==> config.mk <==
export PLATFORM = sky130hd
export DESIGN_NAME = dec_trace_capture
export DESIGN_NICKNAME = d
export VERILOG_FILES = /design/src/rtl/dec_trace_capture.sv
export SDC_FILE = /design/constraint.sdc
export NUM_CORES = 1
export LEC_CHECK = 0
export CORE_MARGIN = 5
export CORE_UTILIZATION = 30
export CTS_CLUSTER_SIZE = 28
export DETAILED_ROUTE_END_ITERATION = 7
export GPL_ROUTABILITY_DRIVEN = 0
export GPL_TIMING_DRIVEN = 1
export HOLD_SLACK_MARGIN = 0.12
export PLACE_DENSITY = 0.45
export SETUP_SLACK_MARGIN = 0.5
export SYNTH_ARGS = -nofsm -noshare
export SYNTH_HDL_FRONTEND = slang
export SYNTH_SLANG_ARGS = --single-unit
==> constraint.sdc <==
create_clock -name emu_clk -period 2.7 [get_ports emu_clk]
set_clock_uncertainty 0.1 [all_clocks]
set_input_delay 0.405 -clock emu_clk [delete_from_list [all_inputs] [get_ports emu_clk]]
set_output_delay 0.405 -clock emu_clk [all_outputs]
set_load 0.1 [all_outputs]
==> src/rtl/dec_trace_capture.sv <==
// Decimating trace capture: down-samples a probe bus into a first-word-fall-through FIFO
// that a host-side reader drains through a valid/ready handshake.
module dec_trace_capture #(
  parameter int unsigned dec_bits  = 1,
  parameter int unsigned data_bits = 16,
  parameter int unsigned addr_bits = 4,
  parameter int unsigned len_bits  = 16
) (
  input  logic                 emu_clk,
  input  logic                 emu_rst_n,
  input  logic [dec_bits-1:0]  emu_dec_thr,
  input  logic                 arm,
  input  logic [len_bits-1:0]  capture_len,
  input  logic [data_bits-1:0] probe_in,
  output logic [data_bits-1:0] rd_data,
  output logic                 rd_valid,
  input  logic                 rd_ready,
  output logic                 busy,
  output logic                 done,
  output logic [len_bits-1:0]  overflow_cnt
);

  localparam int unsigned Depth = 2 ** addr_bits;

  typedef enum logic [1:0] {
    StIdle,
    StCapture,
    StDone
  } state_e;

  state_e state_q, state_d;

  logic [dec_bits-1:0]  dec_cnt_q, dec_cnt_d;
  logic [len_bits-1:0]  smp_cnt_q, smp_cnt_d;
  logic [len_bits-1:0]  len_q, len_d;
  logic [len_bits-1:0]  ovf_q, ovf_d;
  logic [addr_bits:0]   wptr_q, wptr_d;
  logic [addr_bits:0]   rptr_q, rptr_d;
  logic [data_bits-1:0] mem_q [Depth];

  logic arm_ok;
  logic strobe;
  logic last_smp;
  logic empty;
  logic full;
  logic pop;
  logic push;

  // Arm is only meaningful outside CAPTURE; DONE re-arms exactly like IDLE.
  assign arm_ok   = arm && (state_q != StCapture);
  // >= rather than == so a threshold lowered mid-count strobes on the very next cycle.
  assign strobe   = (state_q == StCapture) && (dec_cnt_q >= emu_dec_thr);
  assign last_smp = strobe && ((smp_cnt_q + len_bits'(1)) == len_q);

  assign empty = (wptr_q == rptr_q);
  assign full  = (wptr_q[addr_bits] != rptr_q[addr_bits]) &&
                 (wptr_q[addr_bits-1:0] == rptr_q[addr_bits-1:0]);
  assign pop   = !empty && rd_ready;
  assign push  = strobe && (!full || pop);

  // State register
  always_ff @(posedge emu_clk or negedge emu_rst_n) begin
    if (!emu_rst_n) begin
      state_q <= StIdle;
    end else begin
      state_q <= state_d;
    end
  end

  // Next-state logic
  always_comb begin
    state_d = state_q;
    unique case (state_q)
      StIdle, StDone: begin
        if (arm) begin
          state_d = (capture_len == '0) ? StDone : StCapture;
        end
      end
      StCapture: begin
        if (last_smp) begin
          state_d = StDone;
        end
      end
      default: state_d = StIdle;
    endcase
  end

  // Output decode
  always_comb begin
    busy         = (state_q == StCapture);
    done         = (state_q == StDone);
    rd_valid     = !empty;
    rd_data      = empty ? '0 : mem_q[rptr_q[addr_bits-1:0]];
    overflow_cnt = ovf_q;
  end

  // Capture counters
  always_comb begin
    dec_cnt_d = dec_cnt_q;
    smp_cnt_d = smp_cnt_q;
    len_d     = len_q;
    ovf_d     = ovf_q;
    if (arm_ok) begin
      len_d     = capture_len;
      dec_cnt_d = '0;
      smp_cnt_d = '0;
      ovf_d     = '0;
    end else if (state_q == StCapture) begin
      dec_cnt_d = strobe ? '0 : dec_cnt_q + dec_bits'(1);
      if (strobe) begin
        // A dropped sample still advances the sample count.
        smp_cnt_d = smp_cnt_q + len_bits'(1);
        if (!push && (ovf_q != '1)) begin
          ovf_d = ovf_q + len_bits'(1);
        end
      end
    end
  end

  // FIFO pointers
  always_comb begin
    wptr_d = push ? wptr_q + (addr_bits + 1)'(1) : wptr_q;
    rptr_d = pop  ? rptr_q + (addr_bits + 1)'(1) : rptr_q;
  end

  always_ff @(posedge emu_clk or negedge emu_rst_n) begin
    if (!emu_rst_n) begin
      dec_cnt_q <= '0;
      smp_cnt_q <= '0;
      len_q     <= '0;
      ovf_q     <= '0;
      wptr_q    <= '0;
      rptr_q    <= '0;
    end else begin
      dec_cnt_q <= dec_cnt_d;
      smp_cnt_q <= smp_cnt_d;
      len_q     <= len_d;
      ovf_q     <= ovf_d;
      wptr_q    <= wptr_d;
      rptr_q    <= rptr_d;
    end
  end

  // Storage needs no reset; the pointers alone define what is valid.
  always_ff @(posedge emu_clk) begin
    if (push) begin
      mem_q[wptr_q[addr_bits-1:0]] <= probe_in;
    end
  end

endmodule
After elaboration in Yosys (flattened, before gate mapping)
Memories as Yosys holds them, arrays and structs flattened.
Cells that the tools add are included.
W data, S select, Z words.
{"block": "op_classes", "n_addsub": 5, "n_lt_le_gt_ge": 1, "n_eq_ne": 10, "mux": 17, "n_reduce_logical": 20}
{"operator": "$mux W16", "count": 8}
{"operator": "$add A16 B1 Y16 const B", "count": 2}
{"operator": "$eq A16 B16 Y1", "count": 1}
{"operator": "$logic_not A16 Y1", "count": 1}
{"operator": "$ne A16 B16 Y1 const B", "count": 1}
{"operator": "$add A5 B1 Y5 const B", "count": 2}
{"operator": "$logic_and A1 B1 Y1", "count": 7}
{"operator": "$mux W2", "count": 3}
{"operator": "$reduce_bool A2 Y1", "count": 3}
{"operator": "$eq A5 B5 Y1", "count": 1}
{"operator": "$mux W1", "count": 5}
{"operator": "$eq A4 B4 Y1", "count": 1}
{"operator": "$ne A2 B1 Y1 const B", "count": 2}
{"operator": "$pmux W2 S2", "count": 1}
{"operator": "$reduce_and A2 Y1", "count": 2}
{"operator": "$logic_not A1 Y1", "count": 3}
{"operator": "$reduce_and A3 Y1", "count": 1}
{"operator": "$eq A2 B1 Y1 const B", "count": 1}
{"operator": "$eq A2 B2 Y1 const B", "count": 1}
{"operator": "$logic_not A2 Y1", "count": 1}
{"operator": "$ne A2 B2 Y1 const B", "count": 1}
{"operator": "$reduce_or A2 Y1", "count": 1}
{"operator": "$add A1 B1 Y1 const B", "count": 1}
{"operator": "$ge A1 B1 Y1", "count": 1}
{"operator": "2 further kinds", "count": 2}
{"block": "totals", "regBits": 61, "ramBits": 256, "output_inout_bits": 35, "elab_cells": 61, "mem_count": 1}
{"memory": "mem_q", "depth": 16, "width": 16, "rd": 1, "rd_clocked_by_memory_dff": 0, "wr": 1, "line_no": "39", "source": "logic [data_bits-1:0] mem_q [Depth];"}

Depth between registers and ports, before layout
{"block": "logic_depth", "word_depth": 11, "mapped_depth": 9, "mapped_depth_nobuf": 8}

Least setup slack after synthesis
No wires, ideal clock.
{"block": "synth_timing", "kind": "flip-flop to flip-flop", "start": "register state_q[1]", "end": "memory mem_q[3][0] (enable)", "setup_time_ps": 409, "t_arrival_ps": 2775, "path_slack_ps": -585, "path_stages_with_launch": 8, "n_path_buf": 0, "path_cell_list": "dfrtp_1 -> inv_2 -> nand2_1 -> inv_2 -> o21ai_1 -> a21oi_2 -> nand2_1 -> nor3_1"}
{"block": "synth_via", "elab_chain_len": 5}
{"item": "from (decl)", "line_no": "31", "source": "state_e state_q, state_d;"}
{"item": "from (signal assigned)", "line_no": "64", "source": "state_q <= StIdle;"}
{"item": "from (signal assigned)", "line_no": "66", "source": "state_q <= state_d;"}
{"item": "$eq A2 B1 Y1"}
{"item": "net busy", "line_no": "18", "source": "output logic busy,"}
{"item": "$logic_and A1 B1 Y1", "line_no": "52", "source": "assign strobe = (state_q == StCapture) && (dec_cnt_q >= emu_dec_thr);"}
{"item": "$logic_and A1 B1 Y1", "line_no": "59", "source": "assign push = strobe && (!full || pop);"}
{"item": "$mux W1", "line_no": "146", "source": "if (push) begin"}
{"item": "$mux W1 (implied by the code)", "line_no": "147", "source": "mem_q[wptr_q[addr_bits-1:0]] <= probe_in;"}
{"item": "to (decl)", "line_no": "39"}
The timed path passes the listed nets, and every way through them passes these cells.

Worst setup path after layout
{"block": "layout_timing", "start": "register rptr_q[0]", "end": "output rd_data[14]"}
{"block": "layout_via", "elab_chain_len": 2, "elab_cells_between_ends": 3, "cone_classes": "eq/ne (1); mux (1); memory (1)"}
{"item": "from (decl)", "line_no": "38", "source": "logic [addr_bits:0] rptr_q, rptr_d;"}
{"item": "from (signal assigned)", "line_no": "140", "source": "rptr_q <= rptr_d;"}
{"item": "$mem_v2 Z16 W16 or $eq A5 B5 Y1 (tied branches)"}
{"item": "$mux W16 *", "line_no": "93", "source": "rd_data = empty ? '0 : mem_q[rptr_q[addr_bits-1:0]];"}
{"item": "to (decl)", "line_no": "15", "source": "output logic [data_bits-1:0] rd_data,"}
Every way passes the cells marked *; elsewhere a longest branch is shown, timed or not.

==> flow_metrics.env <==
export IMPL_rsz0062_at_grt="true"
export IMPL_grt_pass1_vias=7904
export IMPL_die_y_um=221
export IMPL_drive_gt1_frac=0.351
export IMPL_final_cells=1554
export IMPL_arrival_ns=2.66
export IMPL_cts_buffers=37
export IMPL_final_common_cell="edfxtp_1"
export IMPL_drcViolationCount=0
export IMPL_avgSynthCellArea_sq_um=17.0
export IMPL_via_per_inst=4.81
export IMPL_htreeDepth=2
export IMPL_pin_count=72
export IMPL_routed_wl_mm=33.9
export IMPL_wire_per_inst_um=21.8
export IMPL_post_route_cell_area_sq_um=17500
export IMPL_clk_latency_ns=0.54
export IMPL_rows=77
export IMPL_path_class="reg2out"
export IMPL_crit_required_ns=2.19
export IMPL_final_cell_mix="256 x edfxtp_1, 80 x mux4_2, 76 x nand2_1"
export IMPL_timing_final_ws_setup_ns=-0.467
export IMPL_synth_cells=786
export IMPL_cp_max_fo=6
export IMPL_total_power_w=0.0209
export IMPL_worst_slew_pin_transition_ns=0.621
export IMPL_ys_ff_latch=317
export IMPL_yosysSeqAreaShare=0.688
export IMPL_antenna_found_initial=0
export IMPL_leakage_nw=6.06
export IMPL_core_sq_um=44200
export IMPL_yosysTopAreaCellShare=0.574
export IMPL_syn_cell_area_sq_um=13400
export IMPL_post_route_period_util=1.17
export IMPL_violations="setup timing"
export IMPL_num_nets_final=980
export IMPL_critical_path_startpoint_type="flop"
export IMPL_grt_start_max_net_pins=62
export IMPL_track_usage=0.134
export IMPL_dieArea_sq_um=49000
export IMPL_synth_edff_count=256
export IMPL_yosys_cell_types_count=60
export IMPL_drv_slew=0
export IMPL_cap_violations=0
export IMPL_antenna_cells=0
export IMPL_ys_warn_count=0
export IMPL_cts_sinks=317
export IMPL_fp_dieW_um=221
export IMPL_powerDensity_nw_per_um2=1190
export IMPL_start_util=0.303
export IMPL_cts_tree="done"
export IMPL_root_buffer="clkbuf_16"
export IMPL_hold_class="in2async"
export IMPL_synthToLayoutAreaGrowth_pct=30.6
export IMPL_setup_viol=17
export IMPL_status="finished with violations"
export IMPL_dp_cells=1469
export IMPL_async_reset_ff_frac=0.192
export IMPL_io_buffer_count=71
export IMPL_drt_iter0_drc=429
export IMPL_vdd_ir_drop_max_mv=1.34
export IMPL_hold_ws_ns=0.299
export IMPL_dpl_cell_area_sq_um=15800
export IMPL_end_kind="output pin"
export IMPL_ant_nets=0
export IMPL_clk_transition_reported_paths_ns=0.05
export IMPL_synth_top_area_cell="edfxtp_1"
export IMPL_dr_pass1_iters=6
export IMPL_syn_nets=830
export IMPL_hpwlAfterDp_mm=19.9
export IMPL_period_minus_slack_ns=3.17
export IMPL_fmax_ghz=0.316
export IMPL_slew_headroom=0.585
export IMPL_grt_pass1_wl_mm=50.1
export IMPL_gr_total_overflow=0
export IMPL_r2r_cells=9
export IMPL_hold_viol=0
export IMPL_synth_ff_type="edfxtp_1"
export IMPL_vias=7482
export IMPL_clockBufferDepth=3
export IMPL_synthTopCellsByArea="edfxtp_1 57%, mux4_2 13%, dfrtp_1 11%"
export IMPL_fill_cells=4045
final timing paths:
| check | start | to | slack (ns) |
|---|---|---|---|
| worst min-delay path | emu_rst_n | len_q[13] | 0.30 |
| max in group asynchronous | emu_rst_n | rptr_q[0] | 1.87 |
| worst max register to register | rptr_q[0] | mem_q[3][8] | 0.27 |
| worst max-delay path | rptr_q[0] | rd_data[14] | -0.47 |
| min in group emu_clk | capture_len[8] | len_q[8] | 0.33 |
| worst min register to register | wptr_q[4] | wptr_q[4] | 0.39 |
state kept, by name, indices dropped and copies added (netlist names):
register and count:
mem_q 256, len_q 16, overflow_cnt 16, smp_cnt_q 16
rptr_q 5, wptr_q 5, state_q 2, dec_cnt_q 1
per-layer routing:
metal | share of wire | up-vias | track usage
li1 | - | 3382 | -
met1 | 0.46 | 3923 | 0.189
met2 | 0.48 | 136 | 0.214
met3 | 0.043 | 41 | 0.0232
met4 | 0.020 | 0 | 0.0386
met5 | 0 | - | 0
kinds of logic (layout without fill, tap and decap cells):
logic type | Yosys count | in the layout | share of synthesized area
AND/OR/NAND/NOR | 225 | 225 | 0.0902
multiplexers | 85 | 85 | 0.138
AO/OA/AOI/OAI | 54 | 54 | 0.0249
buffers and inverters | 51 | 227 | 0.0201
flip-flops | 317 | 317 | 0.688
XOR/XNOR | 47 | 47 | 0.0319
adder cells (fa/ha/maj) | 7 | 7 | 0.00654
worst max-delay path, cell delays in order, from the launching register on:
cell     delay (ns)
dfrtp_4        0.48
buf_6          0.15
buf_12         0.13
mux4_2         0.50
mux4_2         0.54
nor2b_4        0.16
buf_12         0.16
cell type report:
type / instances / area [sq um] / share of cell area
Clock inverter: 16 / 104 / 0.00594
Sequential cell: 317 / 9250 / 0.529
Tap cell: 592 / 741 / 0.0424
Timing Repair Buffer: 151 / 1910 / 0.109
Inverter: 11 / 50.0 / 0.00286
Clock buffer: 49 / 1000 / 0.0573
Multi-Input combinational cell: 418 / 4420 / 0.253
timing repair:
| item | CTS | global route |
|---|---|---|
| buffers inserted | 1 | 10 |
| hold buffers | 1 | 0 |
| pin swaps | 9 | 12 |
| gates resized for setup | 22 | 34 |
| endpoints found under the hold margin | 61 | 0 |
| gates cloned | 0 | 8 |
| setup endpoints to repair | 296 | 298 |
where the power goes:
part	internal [W]	switching (W)	total, W
clock	0.00262	0.00197	0.00460
combinational	0.00436	0.00542	0.00978
sequential	0.00605	0.000435	0.00648
through the flow:
step / setup TNS [ns] / utilization / worst slack [ns]
2_1_floorplan: 0 / - / 0.127
3_3_place_gp: 0 / 0.357 / 0.0600
3_5_place_dp: 0 / 0.357 / 0.0345
4_1_cts: -8.07 / 0.385 / -0.520
5_1_grt: -8.53 / 0.395 / -0.532
6_report: -7.12 / 0.395 / -0.467
cells in the mapped netlist (7+ instances only):
library cell and n:
a21oi_1 7, buf_2 14, clkbuf_1 13, dfrtp_1 61, edfxtp_1 256, ha_1 7, inv_1 9, mux4_2 80
nand2_1 80, nand3_1 10, nand4_1 11, nor2_1 43, nor2b_1 19, nor3_1 17, o21ai_0 25, xnor2_1 30
xor2_1 16
Note: power is estimated with default switching activity, not from simulation.
